--- src/rtl/gb_pkg.sv ---
// Shared DMG definitions: IO register offsets, timer overflow states and the
// CPU control enums used across the core.
package gb_pkg;

  localparam logic [1:0] IO_DIV_OFS  = 2'd0;
  localparam logic [1:0] IO_TIMA_OFS = 2'd1;
  localparam logic [1:0] IO_TMA_OFS  = 2'd2;
  localparam logic [1:0] IO_TAC_OFS  = 2'd3;

  typedef enum logic [1:0] {
    TIMA_RUN = 2'd0,
    TIMA_OVF = 2'd1,
    TIMA_RLD = 2'd2
  } tima_state_e;

  typedef enum logic [3:0] {
    ALU_ADD = 4'd0,
    ALU_ADC = 4'd1,
    ALU_SUB = 4'd2,
    ALU_SBC = 4'd3,
    ALU_AND = 4'd4,
    ALU_XOR = 4'd5,
    ALU_OR  = 4'd6,
    ALU_CP  = 4'd7,
    ALU_INC = 4'd8,
    ALU_DEC = 4'd9
  } alu_op_e;

  typedef enum logic [2:0] {
    COND_NONE = 3'd0,
    COND_NZ   = 3'd1,
    COND_Z    = 3'd2,
    COND_NC   = 3'd3,
    COND_C    = 3'd4
  } cond_e;

  typedef enum logic [1:0] {
    BUS_IDLE  = 2'd0,
    BUS_READ  = 2'd1,
    BUS_WRITE = 2'd2
  } bus_op_e;

endpackage

--- src/rtl/timer.sv ---
// DMG timer block: DIV/TIMA/TMA/TAC bus responder, 16-bit system counter and
// TIMA overflow/reload sequencing with the interrupt request pulse.
module timer
  import gb_pkg::*;
#(
  parameter logic [15:0] BASE_ADDR = 16'hFF04
) (
  input  logic        clk,
  input  logic        reset,
  input  logic [1:0]  t_cycle,
  input  logic [15:0] mem_addr,
  input  logic        mem_enable,
  input  logic        mem_write,
  input  logic [7:0]  mem_data_in,
  output logic [7:0]  mem_data_out,
  output logic        hit,
  output logic        timer_irq,
  output logic [7:0]  div
);

  logic [15:0] counter_r;
  logic [7:0]  tima_r;
  logic [7:0]  tma_r;
  logic [2:0]  tac_r;
  logic        prev_sel_r;
  tima_state_e state_r;
  logic [1:0]  sub_r;
  logic        irq_r;

  logic [15:0] offset_s;
  logic        hit_s;
  logic        wr_s;
  logic        wr_div_s;
  logic        wr_tima_s;
  logic        wr_tma_s;
  logic        wr_tac_s;
  logic [7:0]  tma_nx_s;
  logic [7:0]  rdata_s;
  logic        mux_bit_s;
  logic        sel_s;
  logic        tick_s;

  // Address decode and write strobes; modular offset keeps the range check wrap-safe
  always_comb begin
    offset_s  = mem_addr - BASE_ADDR;
    hit_s     = mem_enable && (offset_s[15:2] == 14'd0);
    wr_s      = hit_s && mem_write && (t_cycle == 2'd3);
    wr_div_s  = wr_s && (offset_s[1:0] == IO_DIV_OFS);
    wr_tima_s = wr_s && (offset_s[1:0] == IO_TIMA_OFS);
    wr_tma_s  = wr_s && (offset_s[1:0] == IO_TMA_OFS);
    wr_tac_s  = wr_s && (offset_s[1:0] == IO_TAC_OFS);
    tma_nx_s  = wr_tma_s ? mem_data_in : tma_r;
  end

  // Read data mux, open-bus 0xFF when not selected
  always_comb begin
    rdata_s = 8'hFF;
    if (hit_s) begin
      case (offset_s[1:0])
        IO_DIV_OFS:  rdata_s = counter_r[15:8];
        IO_TIMA_OFS: rdata_s = tima_r;
        IO_TMA_OFS:  rdata_s = tma_r;
        IO_TAC_OFS:  rdata_s = {5'b11111, tac_r};
        default:     rdata_s = 8'hFF;
      endcase
    end else begin
      rdata_s = 8'hFF;
    end
  end

  // Tick source select; a falling sel after a DIV/TAC write still ticks (hardware glitch)
  always_comb begin
    case (tac_r[1:0])
      2'b00:   mux_bit_s = counter_r[9];
      2'b01:   mux_bit_s = counter_r[3];
      2'b10:   mux_bit_s = counter_r[5];
      2'b11:   mux_bit_s = counter_r[7];
      default: mux_bit_s = 1'b0;
    endcase
    sel_s  = mux_bit_s & tac_r[2];
    tick_s = prev_sel_r & ~sel_s;
  end

  // System counter, cleared by any DIV write
  always_ff @(posedge clk or negedge reset) begin
    if (!reset) begin
      counter_r <= 16'h0000;
    end else if (wr_div_s) begin
      counter_r <= 16'h0000;
    end else begin
      counter_r <= counter_r + 16'h0001;
    end
  end

  // TAC/TMA registers and the sel edge-detect history
  always_ff @(posedge clk or negedge reset) begin
    if (!reset) begin
      tac_r      <= 3'b000;
      tma_r      <= 8'h00;
      prev_sel_r <= 1'b0;
    end else begin
      tma_r      <= tma_nx_s;
      prev_sel_r <= sel_s;
      if (wr_tac_s) begin
        tac_r <= mem_data_in[2:0];
      end
    end
  end

  // TIMA counting with the overflow -> reload -> run sequence
  always_ff @(posedge clk or negedge reset) begin
    if (!reset) begin
      tima_r  <= 8'h00;
      state_r <= TIMA_RUN;
      sub_r   <= 2'd0;
      irq_r   <= 1'b0;
    end else begin
      irq_r <= 1'b0;
      case (state_r)
        TIMA_RUN: begin
          sub_r <= 2'd0;
          if (wr_tima_s) begin
            tima_r <= mem_data_in;
          end else if (tick_s) begin
            if (tima_r == 8'hFF) begin
              tima_r  <= 8'h00;
              state_r <= TIMA_OVF;
            end else begin
              tima_r <= tima_r + 8'h01;
            end
          end
        end
        TIMA_OVF: begin
          if (wr_tima_s) begin
            tima_r  <= mem_data_in;
            state_r <= TIMA_RUN;
            sub_r   <= 2'd0;
          end else if (sub_r == 2'd3) begin
            tima_r  <= tma_nx_s;
            irq_r   <= 1'b1;
            state_r <= TIMA_RLD;
            sub_r   <= 2'd0;
          end else begin
            sub_r <= sub_r + 2'd1;
          end
        end
        TIMA_RLD: begin
          if (wr_tma_s) begin
            tima_r <= mem_data_in;
          end
          if (sub_r == 2'd3) begin
            state_r <= TIMA_RUN;
            sub_r   <= 2'd0;
          end else begin
            sub_r <= sub_r + 2'd1;
          end
        end
        default: begin
          state_r <= TIMA_RUN;
          sub_r   <= 2'd0;
        end
      endcase
    end
  end

  assign mem_data_out = rdata_s;
  assign hit          = hit_s;
  assign timer_irq    = irq_r;
  assign div          = counter_r[15:8];

endmodule

--- config.mk ---
export PLATFORM = sky130hd
export DESIGN_NAME = timer
export DESIGN_NICKNAME = d
export VERILOG_FILES = /design/src/rtl/gb_pkg.sv /design/src/rtl/timer.sv
export SDC_FILE = /design/constraint.sdc
export NUM_CORES = 1
export LEC_CHECK = 0
export CORE_ASPECT_RATIO = 1.75
export CORE_MARGIN = 5
export CORE_UTILIZATION = 57
export CTS_CLUSTER_DIAMETER = 30
export CTS_CLUSTER_SIZE = 12
export DETAILED_ROUTE_END_ITERATION = 12
export PLACE_DENSITY = 0.85
export SYNTH_ARGS = -nofsm -noshare
export SYNTH_HDL_FRONTEND = slang
export SYNTH_SLANG_ARGS = --single-unit
--- constraint.sdc ---
create_clock -name clk -period 4.15 [get_ports clk]
set_input_delay 0.6225 -clock clk [delete_from_list [all_inputs] [get_ports clk]]
set_output_delay 0.6225 -clock clk [all_outputs]
set_load 0.05 [all_outputs]
; Yosys cells after proc, flatten, opt, wreduce, memory -nomap -nowiden
; Cells that the tools add are included.
[op_classes]
div_mod_pow = 0
mul = 0
n_reduce_logical = 14
eq_ne = 18
n_shift = 0
n_bitwise = 3
muxes = 25
magnitude_cmp = 0
add_sub_neg = 4
[ops]
columns = operator, count
row1 = 8-bit 2-to-1 mux, 8
row2 = 8-bit one-hot mux with 4 select lines, 1
row3 = 8-bit one-hot mux with 3 select lines, 1
row4 = "16-bit by 1-bit adder with 16-bit output, second input constant", 1
row5 = 16-bit 2-to-1 mux, 1
row6 = 2-bit 2-to-1 mux, 8
row7 = "16-bit subtractor, second input constant", 1
row8 = "2-bit == test, second input constant", 7
row9 = 14-bit logical NOT, 1
row10 = "2-bit inequality test, second input constant", 5
row11 = "8-bit by 1-bit adder with 8-bit output, second input constant", 1
row12 = "8-bit == test, second input constant", 1
row13 = 1-bit logical AND, 7
row14 = "2-bit by 1-bit == test with 1-bit output, second input constant", 3
row15 = 2-bit logical NOT, 3
row16 = "3-bit inequality test, second input constant", 2
row17 = 2-bit one-hot mux with 3 select lines, 1
row18 = 5-bit AND reduction, 1
row19 = 1-bit one-hot mux with 4 select lines, 1
row20 = 2-bit one-hot mux with 2 select lines, 1
row21 = 4-bit AND reduction, 1
row22 = 1-bit 2-to-1 mux, 3
row23 = 3-bit nonzero test, 1
row24 = "2-bit by 1-bit adder with 2-bit output, second input constant", 1
row25 = other kinds (2), 3
[totals]
mem_bits_ro = 0
latchBits = 0
ram_bits = 0
n_memories = 0
ff_bits = 41

; Logic depth before layout (Yosys ltp)
[depth]
word_depth = 10
ltp_mapped = 9
ltp_nobuf = 7

; Worst setup path before layout
; OpenSTA, ideal clock, no wires.
[synth_path]
kind = input to output
from = input port mem_addr[4]
to = output port mem_data_out[3]
cell_stages = 4
setup_slack_ps = 907
required_time_ps = 3527
n_path_buf = 1
t_arrival_ps = 2621
path_cell_list = or3_4 > nor4_4 > clkbuf_1 > nand2_1
[synth_between]
elab_chain_len = 4
[synth_lines]
columns = item, line
row1 = start: declaration, timer.sv:11  ; input logic [15:0] mem_addr,
row2 = 16-bit subtractor, timer.sv:45  ; offset_s = mem_addr - BASE_ADDR;
row3 = 14-bit logical NOT, timer.sv:46  ; hit_s = mem_enable && (offset_s[15:2] == 14'd0);
row4 = 1-bit logical AND, timer.sv:46
row5 = via hit, timer.sv:16  ; output logic hit,
row6 = 8-bit 2-to-1 mux, timer.sv:58  ; if (hit_s) begin
row7 = end: declaration, timer.sv:15  ; output logic [7:0] mem_data_out,
; The timed path passes the listed nets, and every way through them passes these cells.

; Worst setup path in the final report
[layout_path]
from = input port mem_addr[1]
to = output port mem_data_out[1]
[layout_between]
elab_chain_len = 4
word_cells_on_any_way = 9
cone_classes = 1 x add/sub / 3 x eq/ne / 2 x mux / 3 x reduce/logical
[layout_lines]
columns = item, line
row1 = 16-bit subtractor *, timer.sv:45
row2 = "2-bit == test, or another cell as far along", timer.sv:59  ; case (offset_s[1:0])
row3 = 8-bit one-hot mux with 4 select lines or 1-bit logical AND (tied branches), "timer.sv:59, timer.sv:46"
row4 = 8-bit 2-to-1 mux *, timer.sv:58
; Every way passes the cells marked *; elsewhere a longest branch is shown, timed or not.

==> metrics <==
Crit Path Class in -> out; pin count of the biggest net entering global routing 42; Final GP Congestion roughly 0.84; RR Startpoint state_r[1]; Fmax achieved 285.1 MHz; global-route usage over all layers 0.2361; layout cell share with drive strength beyond 1 0.1311; Die Area between 0.006 and 0.007 mm^2; setup TNS 0 ns; Port Buffers 47; Slew HR 0.3854; Cell Area, Synth 0.002716 mm^2; RSZ-0062 raised after global routing no; initial DRC count between 80 and 90; Final #Nets roughly 370; first-pass GRT wire length roughly 12,000 um; routed wire length 7093 um; worst min-delay path class reg -> reg; detailed placement HPWL about 5300 um; Final Cycle Share 0.8453; flops & latches, synth between 40 and 50; Post-synth top flop dfrtp_1; Seq/Total Area, Yosys 0.3777; via count around 2,300; antenna violations before repair 0; reg2reg path depth 6; most frequent cells in the layout clkdlybuf4s50_1 (45), dfrtp_1 (41), nand2_1 (35); CTS tree done; starting density of the core 0.5822; Final Hold Fails 0; Root Driver clkbuf_8; Avg Synthesized Cell Area 9.303 um^2; H-tree depth 2; worst-path fanout max 12; CTS Sinks between 40 and 50; Clock Skews slightly below 0.007 ns; Post-synth EDFFs 0; DIE WIDTH around 62 um; VDD IR max 238.7 uV; Synth Net Count between 300 and 400; min Tclk post-route 3.508 ns; Worst-Skew Late Latency approximately 0.29 ns; Rows 33; # DRC 0; synth unique cells between 40 and 50; Syn. warnings 0; Gate Count Post-Synth slightly below 300; # fillers between 300 and 400; Setup Viol. Count Final 0; Cell Count, Final, Fillers Out 380; CP endpoint kind output pin; DR WL/cell 18.67 um; chip height around 100 um; # resized after CTS 0; Max clock buf depth 2; async set-reset flop share out of synthesis 1.000; Reg2Reg Setup Slack 1.91 ns; hold_sp sub_r[0]; worst path required time between 3 and 4 ns; Worst EP arrival about 2.9 ns; Leak between 1 and 1.5 nW; Top Ports 48; outcome completed; CTS buffer count 5; WHS between 0.4 and 0.5 ns; # diodes 0; most common cell after layout, fill and taps aside clkdlybuf4s50_1; Worst Hold Path EP sub_r[0]; clock-pin slew on the worst setup and hold paths around 0.08 ns; CTS hold repair buffers 0; setup bufs post-CTS 0; vias in the first global route about 2,400; gr ovfl total 0; core outline area roughly 0.0047 mm^2; Worst Hold Depth 1; Area Overhead vs Synth 19.16%; final max-slew violation count 0; First-pass DRT Iterations 4; Final Util 0.6938; PD cells 225.0 mW/mm^2; Detail Route Antenna Nets 0; reg2reg end tima_r[6]; measured slew at the worst slew-check pin 0.9219 ns; Max-Cap Viols 0; CP Launch Type input pin; post-placement cell count around 370; drt via density a little over 6
[layer usage]
| layer | up-vias | routed length (um) | track usage |
|---|---|---|---|
| met5 | - | 0 | 0 |
| met4 | 0 | 269 | 0.1135 |
| met3 | 19 | 313 | 0.04107 |
| met2 | 82 | 3809 | 0.4321 |
| met1 | 1145 | 2701 | 0.2603 |
| li1 | 1103 | - | - |
[power breakdown]
group           total, W  internal, W  leakage [nW]  switching (W)
clock           0.000266     0.000132        0.0443       0.000134
combinational  0.0000601    0.0000318         0.805      0.0000283
sequential      0.000402     0.000400         0.543     0.00000160
[synth_stat cells, drive strengths merged (2+ instances only)]
cell type	instances	area (um^2)
nor2	30	120.1
mux4	4	90.09
nand2b	5	31.28
a21oi	10	50.05
o21ai	11	55.05
xnor2	11	96.34
dfrtp	41	1026
o22ai	7	43.79
clkbuf	10	37.54
and2	3	18.77
nor3	3	20.02
buf	11	78.82
a2bb2oi	2	17.52
nand2	35	131.4
or3	4	30.03
a32oi	2	17.52
nor4	2	27.53
nand4	6	43.79
nor2b	2	12.51
ha	7	87.58
xor2	5	43.79
mux2i	2	20.02
inv	9	33.78
o32a	5	50.05
nand3	18	90.09
mux2	24	270.3
and3	10	62.56
[cells by family (layout without fill, tap and decap cells)]
kind of cell / Yosys count / in the layout / share of synthesized area
buffers and inverters: 30 / 66 / 0.05527
muxes: 30 / 30 / 0.1400
adders and majority gates: 7 / 7 / 0.03224
and+or+nand+nor: 122 / 122 / 0.2299
DFF: 41 / 41 / 0.3777
AOI/OAI and AO/OA: 46 / 46 / 0.1133
xor gates and xnor gates: 16 / 16 / 0.05159
[worst max path at each step]
stage	to	start	depth (start not counted)	slack (ns)
after global routing	mem_data_out[1]	mem_addr[1]	4	0.53
final	mem_data_out[1]	mem_addr[1]	4	0.64
after global placement	mem_data_out[1]	mem_addr[1]	4	0.70
after detailed placement	mem_data_out[2]	mem_addr[1]	4	0.67
after floorplan	mem_data_out[3]	mem_addr[4]	4	0.91
after CTS	mem_data_out[2]	mem_addr[1]	4	0.67
[worst max-delay path, cell delays in order]
cell,delay (ns)
clkdlybuf4s50_1,0.78
mux4_2,0.56
nand2b_1,0.19
clkdlybuf4s50_1,0.72
[cell type report]
cell class	instances	area (um^2)	area share
Clock buffer	7	86.33	0.02667
Inverter	9	33.78	0.01044
Multi-Input combinational cell	221	1540	0.4758
Sequential cell	41	1026	0.3170
Tap cell	52	65.06	0.02010
Timing Repair Buffer	50	485.5	0.1500
[sequential cells by signal, summed over array words and instances, names as in the netlist]
register and count:
counter_r 16, tima_r 8, tma_r 8, tac_r 3, state_r 2, sub_r 2, prev_sel_r 1, timer_irq 1
[stage by stage]
step,area (um^2),total power [W],setup slack [ns]
2_1_floorplan,2716,0.0004259,0.9069
3_3_place_gp,3151,0.0004687,0.6983
3_5_place_dp,3151,0.0004699,0.6678
4_1_cts,3237,0.0007333,0.6658
5_1_grt,3237,0.0007561,0.5252
6_report,3237,0.0007282,0.6421
Note: power is estimated with default switching activity, not from simulation.
